<file path="src/rtl/top_datapath_pkg.sv">
// Shared widths and depth constants for the top_datapath block.
// The register file, MAC and divider all size their state from these values.
package top_datapath_pkg;

  localparam int ADDR_W = 6;
  localparam int DATA_W = 32;
  localparam int MUL_W  = 16;
  localparam int ACC_W  = 64;
  localparam int CNT_W  = 7;
  localparam int DEPTH  = 1 << ADDR_W;
  localparam int PROD_W = DATA_W + MUL_W;

endpackage

</file>
<file path="src/rtl/top_datapath_regfile.sv">
// 64x32 register file: one write port, one registered write-first read port,
// reset clear of every word, and a registered read/write collision flag.
module top_regfile
  import top_datapath_pkg::*;
(
  input  logic              clk,
  input  logic              reset,
  input  logic              we_i,
  input  logic [ADDR_W-1:0] waddr_i,
  input  logic [ADDR_W-1:0] raddr_i,
  input  logic [DATA_W-1:0] wdata_i,
  output logic [DATA_W-1:0] rdata_o,
  output logic              collide_o
);

  logic [DATA_W-1:0] mem_q [DEPTH];
  logic [DATA_W-1:0] rdata_q, rdata_d;
  logic              collide_q, collide_d;

  // A same-address write bypasses the array so the read sees the new word.
  always_comb begin
    collide_d = we_i && (waddr_i == raddr_i);
    rdata_d   = collide_d ? wdata_i : mem_q[raddr_i];
  end

  always_ff @(posedge clk) begin
    if (reset) begin
      for (int i = 0; i < DEPTH; i++) begin
        mem_q[i] <= '0;
      end
      rdata_q   <= '0;
      collide_q <= 1'b0;
    end else begin
      if (we_i) begin
        mem_q[waddr_i] <= wdata_i;
      end
      rdata_q   <= rdata_d;
      collide_q <= collide_d;
    end
  end

  assign rdata_o   = rdata_q;
  assign collide_o = collide_q;

endmodule

</file>
<file path="src/rtl/top_datapath.sv">
// Leaf datapath: register file, 64-bit multiply-accumulate with sticky
// overflow, and a programmable terminal-count divider. All outputs registered.
module top_datapath
  import top_datapath_pkg::*;
(
  input  logic              clk,
  input  logic              reset,
  input  logic [ADDR_W-1:0] in1,
  input  logic [ADDR_W-1:0] in2,
  input  logic              h2,
  input  logic              f9,
  input  logic              jk,
  input  logic              j99,
  input  logic [DATA_W-1:0] bus_A,
  input  logic [CNT_W-1:0]  clk_T,
  input  logic [MUL_W-1:0]  module_Bus_B,
  output logic              wrr_898,
  output logic              jjh,
  output logic [ACC_W-1:0]  d877,
  output logic [DATA_W-1:0] data_rd_T,
  output logic              f459_87_
);

  top_regfile u_regfile (
    .clk       (clk),
    .reset     (reset),
    .we_i      (h2),
    .waddr_i   (in1),
    .raddr_i   (in2),
    .wdata_i   (bus_A),
    .rdata_o   (data_rd_T),
    .collide_o (f459_87_)
  );

  logic [PROD_W-1:0] product;
  logic [ACC_W:0]    sum;
  logic [ACC_W-1:0]  acc_q, acc_d;
  logic              ovf_q, ovf_d;

  assign product = {{(PROD_W-DATA_W){1'b0}}, bus_A} * {{(PROD_W-MUL_W){1'b0}}, module_Bus_B};
  // One extra bit on the adder captures the carry out of bit 63.
  assign sum     = {1'b0, acc_q} + {{(ACC_W+1-PROD_W){1'b0}}, product};

  always_comb begin
    acc_d = acc_q;
    ovf_d = ovf_q;
    if (jk) begin
      acc_d = '0;
      ovf_d = 1'b0;
    end else if (f9) begin
      acc_d = sum[ACC_W-1:0];
      ovf_d = ovf_q | sum[ACC_W];
    end
  end

  logic [CNT_W-1:0] cnt_q, cnt_d;
  logic             tick_q, tick_d;

  // Counter wraps naturally at 2**CNT_W, so lowering clk_T below the
  // current count costs a full wrap before the next terminal count.
  always_comb begin
    cnt_d  = cnt_q;
    tick_d = 1'b0;
    if (j99) begin
      if (cnt_q == clk_T) begin
        cnt_d  = '0;
        tick_d = 1'b1;
      end else begin
        cnt_d  = cnt_q + CNT_W'(1);
      end
    end
  end

  always_ff @(posedge clk) begin
    if (reset) begin
      acc_q  <= '0;
      ovf_q  <= 1'b0;
      cnt_q  <= '0;
      tick_q <= 1'b0;
    end else begin
      acc_q  <= acc_d;
      ovf_q  <= ovf_d;
      cnt_q  <= cnt_d;
      tick_q <= tick_d;
    end
  end

  assign d877    = acc_q;
  assign jjh     = ovf_q;
  assign wrr_898 = tick_q;

endmodule

</file>
<file path="config.mk">
export PLATFORM = sky130hd
export DESIGN_NAME = top_datapath
export DESIGN_NICKNAME = d
export VERILOG_FILES = /design/src/rtl/top_datapath_pkg.sv /design/src/rtl/top_datapath_regfile.sv /design/src/rtl/top_datapath.sv
export SDC_FILE = /design/constraint.sdc
export NUM_CORES = 2
export LEC_CHECK = 0
export CORE_MARGIN = 4
export CORE_UTILIZATION = 50
export DETAILED_ROUTE_END_ITERATION = 16
export PLACE_DENSITY = 0.74
export SLEW_MARGIN = 0
export SYNTH_ARGS = -nofsm -noshare
export SYNTH_HDL_FRONTEND = slang
export SYNTH_HIERARCHICAL = 1
export SYNTH_SLANG_ARGS = --single-unit
</file>
<file path="constraint.sdc">
create_clock -name clk -period 18.5 [get_ports clk]
set_input_delay 3.7 -clock clk [delete_from_list [all_inputs] [get_ports clk]]
set_output_delay 3.7 -clock clk [all_outputs]
set_load 0.05 [all_outputs]
</file>
---- Word level (Yosys, flattened, before mapping) ----
Memory sizes are Yosys's and may differ from the RTL's. A register that Yosys moved wholly into a read port is not among the register bits.
Index checks and enable logic that the tools add are counted.
cells by class
  $add $sub $neg .......................... 2
  $mul .................................... 1
  divide/modulo/power cells ............... 0
  order comparisons ....................... 0
  eq/ne operators ......................... 2
  shift operators ......................... 0
  multiplexer cells ....................... 10
  bitwise logic cells ..................... 2
  reductions and logical operators ........ 4
operators by type and width
  kind                                         number
  adder 64 x 48 -> 65 bit                      1
  multiplier 32 x 16 -> 48 bit                 1
  2-to-1 mux 32 bit                            1
  OR reduction 32 bit                          1
  adder 7 x 1 -> 7 bit, second input constant  1
  equality test 7 bit                          1
  2-to-1 mux 1 bit                             7
  2-to-1 mux 7 bit                             1
  equality test 6 bit                          1
  2-to-1 mux 6 bit                             1
  OR reduction 2 bit                           2
  logical AND 1 bit                            1
  NOT 1 bit                                    1
  bitwise OR 1 bit                             1
word-level totals
  flip-flop bits (word level) ............. 74
  latch bits .............................. 0
  memory bits (writable) .................. 2048
  memory bits (read-only) ................. 0
  input bits .............................. 73
  output and inout bits ................... 99
  logic and storage cells ................. 27
  memories ................................ 1
memory list
  name             words  width  read ports  clocked after Yosys merged registers in  wr ports  RTL line                    source
  u_regfile.mem_q  64     32     1           1                                        64        top_datapath_regfile.sv:16  logic [DATA_W-1:0] mem_q [DEPTH];

---- Depth between registers and ports, before layout ----
  word-level depth ........................ 5
  gate-level depth with buffers ........... 24
  gate-level depth less buffers ........... 23

---- Modules after synthesis ----
The synthesis kept the hierarchy.
modules (own cells, without submodules)
  module        instances  cells each  area each (um2)  sequential area each (um2)
  top_regfile   1          6238        94448.1          62159.6
  top_datapath  1          2459        20981.4          1461.4

---- Worst setup path before layout ----
OpenSTA, ideal clock, no wires.
  path type ............................... in2reg
  from .................................... input port module_Bus_B[1]
  to ...................................... register acc_q[57], in the netlist d877[57]
  library setup time ...................... 70 ps
  data arrival time ....................... 9524 ps
  data required time ...................... 18430 ps
  path slack .............................. 8905 ps
  cell stages on the path ................. 22
  buffers on the path ..................... 2
  cell sequence ........................... clkbuf_1 -> nand2_1 -> fa_1 -> inv_1 -> fa_1 -> inv_1 -> fa_1 -> inv_1 -> fa_1 -> fa_1 -> inv_1 -> fa_1 -> inv_1 -> ha_1 -> buf_2 -> nand4_1 -> or4_1 -> a2111oi_2 -> or3_4 -> a31oi_4 -> or4_1 -> a21oi_1
on the way
  cells in the longest elaborated chain, start to end .. 2
ends and longest elaborated chain
  item                          RTL line            source
  start: declaration            top_datapath.sv:16  input logic [MUL_W-1:0] module_Bus_B,
  multiplier 32 x 16 -> 48 bit  top_datapath.sv:40  assign product = {{(PROD_W-DATA_W){1'b0}}, bus_A} * {{(PROD_W-MUL_W){1'b0}}, module_Bus_B};
  adder 64 x 48 -> 65 bit       top_datapath.sv:42  assign sum = {1'b0, acc_q} + {{(ACC_W+1-PROD_W){1'b0}}, product};
  end signal: assignment        top_datapath.sv:76  acc_q <= '0;
  end signal: assignment        top_datapath.sv:81  acc_q <= acc_d;
  end: declaration              top_datapath.sv:37  logic [ACC_W-1:0] acc_q, acc_d;
Every way passes these cells.
A chain may end at the register's enable or synchronous reset.

---- Final worst setup path ----
  from .................................... input port bus_A[22]
  to ...................................... register acc_q[56], in the netlist d877[56]
on the way
  cells in the longest elaborated chain, start to end .. 2
ends and longest elaborated chain
  item                          RTL line            source
  start: declaration            top_datapath.sv:14  input logic [DATA_W-1:0] bus_A,
  multiplier 32 x 16 -> 48 bit  top_datapath.sv:40
  adder 64 x 48 -> 65 bit       top_datapath.sv:42
Every way passes these cells.

==> results by group <==
Global routing
  • Initial antenna violation count: 20
  • Vias in the first global route: 74000
  • GRT Util Overall: 0.278
  • Total gr overflow: 0
  • First-pass GRT wire length: 489000 um
  • Pin count of the biggest net entering global routing: 114

Floorplan
  • Initial Util: 0.502
  • Io pins: 172
  • Die area: 239000 um2
  • Row cnt: 176
  • Core ar.: 230000 um2
  • Die Height: 488 um
  • Die width: 488 um

Worst hold path
  • Hold Path Class: flip-flop to flip-flop

Clocking
  • Root Driver: clkbuf_16
  • CTS tree: built
  • Post-CTS sizing: 0
  • TritonCTS buffer count: 217
  • Clk slew on worst S/H paths: 0.06 ns
  • Setup Fix Bufs, Post-CTS: 0
  • Worst-skew pair later-pin latency: 0.89 ns
  • Hold buffers post-CTS: 0
  • H-tree levels: 4
  • Maximum clock path buffer count: 3
  • CTS Sinks: 2154

Power and ir drop
  • Worst VDD drop: 0.261 mV
  • P per Cell Area: 137 nW/um2
  • Overall Power: 0.0173 W
  • LEAKAGE: 46.6 nW

Timing
  • Final Hold Vio Count: 0
  • Clock Skew: 0.0712 ns
  • Final period util: 0.546
  • Slew headroom: 0.000365
  • Fin. max-slew vios: 0
  • Final TNS setup: 0 ns
  • Worst-Margin Slew: 1.48 ns
  • RSZ-0062 raised after global routing: no
  • Fmax: 0.0989 GHz
  • Setup violators final: 0
  • Post-layout min period: 10.11 ns

Drt
  • Final ANT Viol Nets: 0
  • Wire per inst: 28.3 um
  • DRC Markers: 0
  • Vias: 71800
  • DRT Pass-1 Iters: 6
  • Final wirelength: 331000 um
  • Starting DRC count in detailed routing: 8673
  • Vias per cell: 6.13

Synthesis
  • Synth async-reset ratio: 0
  • Mapped Cells: 8697
  • Synthesis warning total: 6
  • Post-synthesis sequential area ratio: 0.551
  • Synth area leaders: edfxtp_1 (53%), and2_1 (11%), mux4_2 (9.0%)
  • Synth Cell Area: 115000 um2
  • Number of synthesized flops with an enable pin: 2048
  • Register bit total from synthesis: 2154
  • Distinct cell type count after synthesis: 85
  • Avg Cell Area, Syn: 13.3 um2
  • Dominant synthesized flop cell: edfxtp_1
  • Synth Net Count: 9363
  • Synth area leader: edfxtp_1
  • Synth top area share: 0.533

Setup path
  • CP required: 19.30 ns
  • Startpoint Class: input port
  • Critical Path AT: 10.91 ns
  • WS Path Type: input port to flip-flop
  • Critical Path Sink Type: flip-flop
  • Maximum fanout along the worst path: 50

Layout
  • Area delta synth->final: 9.33%
  • Layout Nets: 9130
  • Layout cells sized above 1: 0.135
  • Most common cell after layout, fill and taps aside: and2_1
  • Commonest cells after routing, fill and taps aside: and2_1 (2071), edfxtp_1 (2048), inv_1 (624), nand2_1 (533), fa_1 (466)

Run status
  • Failing checks: capacitance limit
  • Status: finished with violations

Placement
  • Port Buffers: 171
  • Gp weighted congestion: 0.909
  • DP HPWL: 198000 um

Run
  • Max_cap viols: 1
==> path summary, 6_finish.rpt <==
check | start | to | slack [ns] | depth (start not counted)
min | jjh | jjh | 0.50 | 1
max | bus_A[22] | d877[56] | 8.39 | 22
min reg2reg | jjh | jjh | 0.50 | 1
max reg2reg | d877[10] | d877[47] | 12.88 | 18
==> cells by family (layout without fill, tap and decap cells) <==
logic type / after synthesis / after routing / share of synthesized area
buffers and inverters: 1429 / 1377 / 0.0495
and+or+nand+nor: 3259 / 3259 / 0.159
muxes: 656 / 656 / 0.107
AOI/OAI and AO/OA: 545 / 545 / 0.0336
xor gates and xnor gates: 61 / 61 / 0.00463
adders and majority gates: 593 / 593 / 0.0946
other: 0 / 33 / 0
DFF: 2154 / 2154 / 0.551
==> power breakdown <==
part	total [W]	leakage [nW]	internal [W]	switching, W
clock	0.00437	3.42	0.00245	0.00193
combinational	0.00727	22.8	0.00281	0.00446
sequential	0.00570	20.3	0.00561	0.0000925
total	0.0173	46.6	0.0109	0.00648
==> cell type report <==
cell class | instances | area (um2)
Clock buffer | 275 | 5820
Antenna cell | 33 | 82.6
Timing Repair Buffer | 348 | 3000
Multi-Input combinational cell | 5114 | 46300
Fill cell | 18300 | 104000
Clock inverter | 125 | 1250
Inverter | 629 | 2360
Tap cell | 3026 | 3790
Sequential cell | 2154 | 63600
==> worst max-delay path: stages <==
cell      delay [ns]
buf_4           0.35
buf_4           0.63
nand2_1         0.17
fa_1            0.55
fa_1            0.52
fa_1            0.51
inv_1           0.06
fa_1            0.51
fa_1            0.50
inv_1           0.05
fa_1            0.49
inv_1           0.04
ha_1            0.41
a21o_1          0.22
o21bai_1        0.17
a221o_1         0.31
a221oi_1        0.38
o31ai_1         0.15
o21ai_1         0.49
o22ai_1         0.26
a31oi_1         0.25
a41o_1          0.11
==> metal layers <==
| layer | GRT usage | wire (um) | vias to the layer above |
|---|---|---|---|
| met1 | 0.364 | 120000 | 36700 |
| li1 | - | - | 29800 |
| met5 | 0 | 26 | - |
| met2 | 0.436 | 154000 | 4478 |
| met4 | 0.145 | 19600 | 4 |
| met3 | 0.0661 | 37400 | 811 |
==> registers in the layout, indices dropped and copies added (netlist names) <==
signal and flops:
u_regfile/mem_q 2048, d877 64, u_regfile/rdata_o 32, cnt_q 7, jjh 1, u_regfile/collide_o 1
wrr_898 1
==> Yosys cell counts (all sizes together) (30+ instances only) <==
master and number:
clkbuf 633, o22ai 34, and2 2073, edfxtp 2048, a21oi 87, o21ai 56
or2 78, fa 466, mux4 459, a22oi 115, o211ai 58, nand2b 39
nand2 533, ha 127, nand4 35, xnor2 39, inv 628, mux2 58
o221ai 30, nor3 204, nor2 188, dfxtp 106, buf 167, nand3 48
mux2i 139
==> stage by stage <==
stage / cell area (um2) / std cells / worst slack (ns) / hold slack (ns) / util
2_1_floorplan: 115000 / 8697 / 8.91 / 0.504 / -
3_3_place_gp: 119000 / 11300 / 7.66 / 0.475 / 0.518
3_5_place_dp: 119000 / 11300 / 7.61 / 0.480 / 0.518
4_1_cts: 126000 / 11700 / 8.51 / 0.491 / 0.549
5_1_grt: 126000 / 11700 / 8.07 / 0.523 / 0.549
6_report: 126000 / 11700 / 8.39 / 0.500 / 0.549
Note: power is estimated with default switching activity, not from simulation.
